`config.mk`:
```
export PLATFORM = sky130hd
export DESIGN_NAME = calc1_req_responder
export DESIGN_NICKNAME = d
export VERILOG_FILES = /design/src/rtl/calc1_pkg.sv /design/src/rtl/calc1_alu.sv /design/src/rtl/calc1_req_responder.sv
export SDC_FILE = /design/constraint.sdc
export NUM_CORES = 1
export LEC_CHECK = 0
export CORE_MARGIN = 3
export CORE_UTILIZATION = 45
export DETAILED_ROUTE_END_ITERATION = 8
export GPL_TIMING_DRIVEN = 0
export PLACE_DENSITY = 0.65
export SYNTH_ARGS = -nofsm -noshare
export SYNTH_HDL_FRONTEND = slang
export SYNTH_SLANG_ARGS = --single-unit
```
`constraint.sdc`:
```
create_clock -name clk -period 6.3 [get_ports clk]
set_clock_uncertainty 0.2 [all_clocks]
set_input_delay 1.26 -clock clk [delete_from_list [all_inputs] [get_ports clk]]
set_output_delay 1.26 -clock clk [all_outputs]
set_load 0.02 [all_outputs]
```
`src/rtl/calc1_pkg.sv`:
```
// Shared codes for the calc1 request port: command codes, response codes and FSM states.
package calc1_pkg;

    localparam logic [3:0] CMD_NOP = 4'd0;
    localparam logic [3:0] CMD_ADD = 4'd1;
    localparam logic [3:0] CMD_SUB = 4'd2;
    localparam logic [3:0] CMD_SHL = 4'd5;
    localparam logic [3:0] CMD_SHR = 4'd6;

    localparam logic [1:0] RSP_NONE = 2'd0;
    localparam logic [1:0] RSP_OK   = 2'd1;
    localparam logic [1:0] RSP_OVF  = 2'd2;
    localparam logic [1:0] RSP_INV  = 2'd3;

    typedef enum logic [1:0] {
        IDLE  = 2'd0,
        OPND2 = 2'd1,
        EXEC  = 2'd2,
        RESP  = 2'd3
    } state_t;

endpackage

```
`src/rtl/calc1_alu.sv`:
```
// Combinational calc1 ALU: add/sub with overflow detection, optional logical shifts.
// Shifts are only built when CALC1_SHIFT_EN is defined; otherwise cmds 5/6 report invalid.
module calc1_alu
    import calc1_pkg::*;
#(
    parameter int DATA_W = 32
) (
    input  logic [3:0]        cmd,
    input  logic [DATA_W-1:0] op1,
    input  logic [DATA_W-1:0] op2,
    output logic [1:0]        resp,
    output logic [DATA_W-1:0] result
);

    logic [DATA_W:0] sum;

    assign sum = {1'b0, op1} + {1'b0, op2};

    always_comb begin
        resp   = RSP_INV;
        result = '0;
        case (cmd)
            CMD_ADD: begin
                if (sum[DATA_W]) begin
                    resp = RSP_OVF;
                end else begin
                    resp   = RSP_OK;
                    result = sum[DATA_W-1:0];
                end
            end
            CMD_SUB: begin
                // Unsigned underflow is reported rather than wrapped
                if (op2 > op1) begin
                    resp = RSP_OVF;
                end else begin
                    resp   = RSP_OK;
                    result = op1 - op2;
                end
            end
`ifdef CALC1_SHIFT_EN
            CMD_SHL: begin
                resp   = RSP_OK;
                result = op1 << op2[4:0];
            end
            CMD_SHR: begin
                resp   = RSP_OK;
                result = op1 >> op2[4:0];
            end
`endif
            default: ;
        endcase
    end

endmodule

```
`src/rtl/calc1_req_responder.sv`:
```
// calc1 request responder: two-cycle request capture, fixed-latency response via calc1_alu.
// Optional shift commands are enabled with the CALC1_SHIFT_EN macro.
module calc1_req_responder
    import calc1_pkg::*;
#(
    parameter int DATA_W   = 32,
    parameter int RESP_LAT = 3
) (
    input  logic              clk,
    input  logic              rst_n,
    input  logic [3:0]        cmd_in,
    input  logic [DATA_W-1:0] data_in,
    output logic [1:0]        resp_out,
    output logic [DATA_W-1:0] data_out,
    output logic              busy
);

    localparam logic [3:0] LAT_LOAD = 4'(RESP_LAT - 1);

    state_t            state;
    logic [3:0]        cmd;
    logic [DATA_W-1:0] op1;
    logic [DATA_W-1:0] op2;
    logic [3:0]        cnt;
    logic [DATA_W-1:0] alu_op2;
    logic [1:0]        alu_resp;
    logic [DATA_W-1:0] alu_result;

    // With a latency of 1 the result is taken straight out of OPND2, before op2 is registered
    assign alu_op2 = (state == OPND2) ? data_in : op2;
    assign busy    = (state != IDLE);

    calc1_alu #(
        .DATA_W (DATA_W)
    ) u_alu (
        .cmd    (cmd),
        .op1    (op1),
        .op2    (alu_op2),
        .resp   (alu_resp),
        .result (alu_result)
    );

    always_ff @(posedge clk) begin
        if (!rst_n) begin
            state    <= IDLE;
            resp_out <= RSP_NONE;
            data_out <= '0;
            cnt      <= '0;
        end else begin
            resp_out <= RSP_NONE;
            case (state)
                IDLE: begin
                    if (cmd_in != CMD_NOP) begin
                        state <= OPND2;
                    end
                end
                OPND2: begin
                    cnt <= LAT_LOAD;
                    if (RESP_LAT == 1) begin
                        state    <= RESP;
                        resp_out <= alu_resp;
                        data_out <= alu_result;
                    end else begin
                        state <= EXEC;
                    end
                end
                EXEC: begin
                    cnt <= cnt - 4'd1;
                    // Counter reaching zero on this edge: response becomes visible next cycle
                    if (cnt == 4'd1) begin
                        state    <= RESP;
                        resp_out <= alu_resp;
                        data_out <= alu_result;
                    end
                end
                RESP: begin
                    state <= IDLE;
                end
                default: begin
                    state <= IDLE;
                end
            endcase
        end
    end

    always_ff @(posedge clk) begin
        if (state == IDLE && cmd_in != CMD_NOP) begin
            cmd <= cmd_in;
            op1 <= data_in;
        end
        if (state == OPND2) begin
            op2 <= data_in;
        end
    end

endmodule
```
==> qor.yml <==
clocking:
  clk_path_buf_depth: 2
  cts_root_buf: "clkbuf_16"
  holdBufCountCts: 0
  ctsResizeCount: 0
  cts_tree: "built"
  clock_sinks: 108
  clkLatencyLatePin_ps: 370
  clkSlewWorstSetupHoldPaths_ps: 70
  h-tree-depth: 3
  cts_setup_buffers: 0
  cts-buffers-inserted: 9
place:
  gp_congestion: 0.921
  hpwl_um: 16100
  io_buffers: 72
floorplan:
  start_util: 0.466
  ioPinCount: 73
  fp.dieH_um: 135
  rows: 46
  coreArea_um2: 16100
  dieArea_um2: 18200
  die_x_um: 135
layout:
  drive_gt1_frac: 0.0961
  nets: 1035
  layout_commonest_cell: "ha_1"
  final_cell_mix: "ha_1, dfxtp_1, clkdlybuf4s50_1"
  diodes: 0
  syn_to_final_growth_pct: 17.5
drt:
  antenna_left: 0
  drtIter0Drc: 565
  vias: 6622
  wirelength_um: 21000
  dr.pass1.iters: 5
  avgRoutedWirePerCell_um: 18.4
  drc_errors: 0
  vias_per_cell: 5.80
timing:
  worst_pin_slew_ps: 1190
  maxSlewViolCount: 0
  finalCritPeriodShare: 0.944
  finalHoldViolCount: 0
  finalSetupTns_ps: 0
  fmax_ghz: 0.168
  finalSetupViolations: 0
  period_minus_slack_ps: 5950
  slew_headroom: 0.195
  rsz0062_at_grt: "no"
setup_path:
  path_cells: "inv_1 -> ha_1 -> clkbuf_1 -> buf_1 -> mux2_2 -> ha_1 -> clkbuf_1 -> nor3_1 -> nand2b_1 -> nor4_1 -> o311ai_0 -> a31oi_2 -> o21ai_1 -> clkbuf_1 -> o221ai_1 -> a22o_1"
  cp.required_ps: 6410
  crit_type: "register to register"
  critPathSlowestCell: "nor4_1"
  cp_max_fo: 10
  crit_arrival_ps: 6060
  crit_top_cell: "clkbuf_1"
  max_stage_delay_ps: 700
  worstSetupStartpointType: "register"
  worstSetupEndpointType: "register"
logic_synthesis:
  synth_fp_nets: 951
  yosysTopAreaCell: "dfxtp_1"
  ys_seq_area_frac: 0.337
  synth_area_per_cell_um2: 8.94
  yosys_warnings: 0
  ys_top_cells_by_area: "dfxtp_1, edfxtp_1, ha_1, mux2_2, a21oi_1"
  synth_enable_flop_cells: 36
  synth_top_area_frac: 0.193
  netlist_instances: 837
  ys_ff_latch: 108
  yosys_most_used_dff: "dfxtp_1"
  yosysUniqueCellTypes: 75
  syn_area_um2: 7480
  synth-async-reset-ratio: 0
global_routing:
  grt_max_degree: 20
  grt_pass1_vias: 6269
  grt.overflow.total: 0
  grt_usage: 0.233
  antenna_found_initial: 0
  grt_pass1_wl_um: 33100
worst_hold_path:
  hold_class: "register to register"
job:
  maxCapViolCount: 0
status:
  status: "finished, final reports clean"
per-layer routing:
metal,GRT usage,routed length (um),up-vias
met1,0.324,9610,3119
li1,-,-,3222
met4,0.0843,613,0
met2,0.364,9310,241
met5,0,0,-
met3,0.0443,1480,40
cells in the mapped netlist, types with 4 or more instances:
library cell  count
buf_1             5
nand2b_1         11
a21oi_1          64
inv_1            69
nand3_1          26
o311ai_0          4
nor2b_1          18
a22o_1           11
o21ai_0          39
ha_1             74
nand4_1           5
nor2_1           63
xor2_1            9
a31oi_1          11
a31o_2            4
buf_2            10
o221ai_1         12
nand2_1          46
edfxtp_1         36
o31ai_1           7
nor3_1           11
a21o_1           21
o22ai_1           6
a211oi_1          5
dfxtp_1          72
nor4_1            7
or3_1             7
xnor2_1          22
nor2_2            4
o21a_1            6
mux2_2           33
a22oi_1          12
a221o_1           8
clkbuf_1         20
o21bai_1         10
or2_2             4
o21ai_1           4
o211ai_1          9
layout make-up:
| type | instances | area (um^2) |
|---|---|---|
| flip-flops and latches | 108 | 2520 |
| multi-input cells | 623 | 4540 |
| inverters | 69 | 259 |
| fillers | 1467 | 7270 |
| clock buffers | 9 | 225 |
| repair buffers | 73 | 748 |
| well taps | 216 | 270 |
| clock inverters | 7 | 58.8 |
| plain buffers | 37 | 166 |
registers in the layout, summed over array words and instances, names as in the netlist:
name,flops
data_out,32
cnt,4
op2,32
cmd,4
state,2
op1,32
resp_out,2
worst max-delay path, delay by kind of cell, from the launching register on:
kind / cells / cell delay (ps)
multiplexers: 1 / 440
AND/OR/NAND/NOR: 3 / 1070
AO/OA/AOI/OAI: 5 / 1820
adder cells (fa/ha/maj): 2 / 440
buffers and inverters: 5 / 1590
flip-flops: 1 / 330
kinds of logic after synthesis:
group | share of synthesized area
buffers and inverters | 0.0569
AOI/OAI and AO/OA | 0.246
and+or+nand+nor | 0.144
xor gates and xnor gates | 0.0363
muxes | 0.0510
adders and majority gates | 0.129
DFF | 0.337
worst paths after layout:
| path | startpoint | endpoint | slack [ps] | cells past startpoint |
|---|---|---|---|---|
| min reg2reg | data_out[14] | data_out[14] | 240 | 2 |
| max reg2reg | state[1] | data_out[22] | 350 | 16 |
| max | state[1] | data_out[22] | 350 | 16 |
| min | data_out[14] | data_out[14] | 240 | 2 |
metrics by stage:
| step | hold slack (ps) | area, um^2 | utilization | setup slack, ps | std cells |
|---|---|---|---|---|---|
| 6_report | 240 | 8790 | 0.547 | 350 | 1142 |
| 5_1_grt | 293 | 8790 | 0.547 | 156 | 1142 |
| 4_1_cts | 244 | 8790 | 0.547 | 501 | 1142 |
| 3_5_place_dp | 234 | 8510 | 0.530 | 401 | 1126 |
| 3_3_place_gp | 230 | 8470 | 0.528 | 380 | 1125 |
| 2_1_floorplan | 266 | 7480 | - | 2010 | 837 |
Power is not shown: default switching activity piles up to over one toggle a cycle in this logic, so the estimate is an artifact.
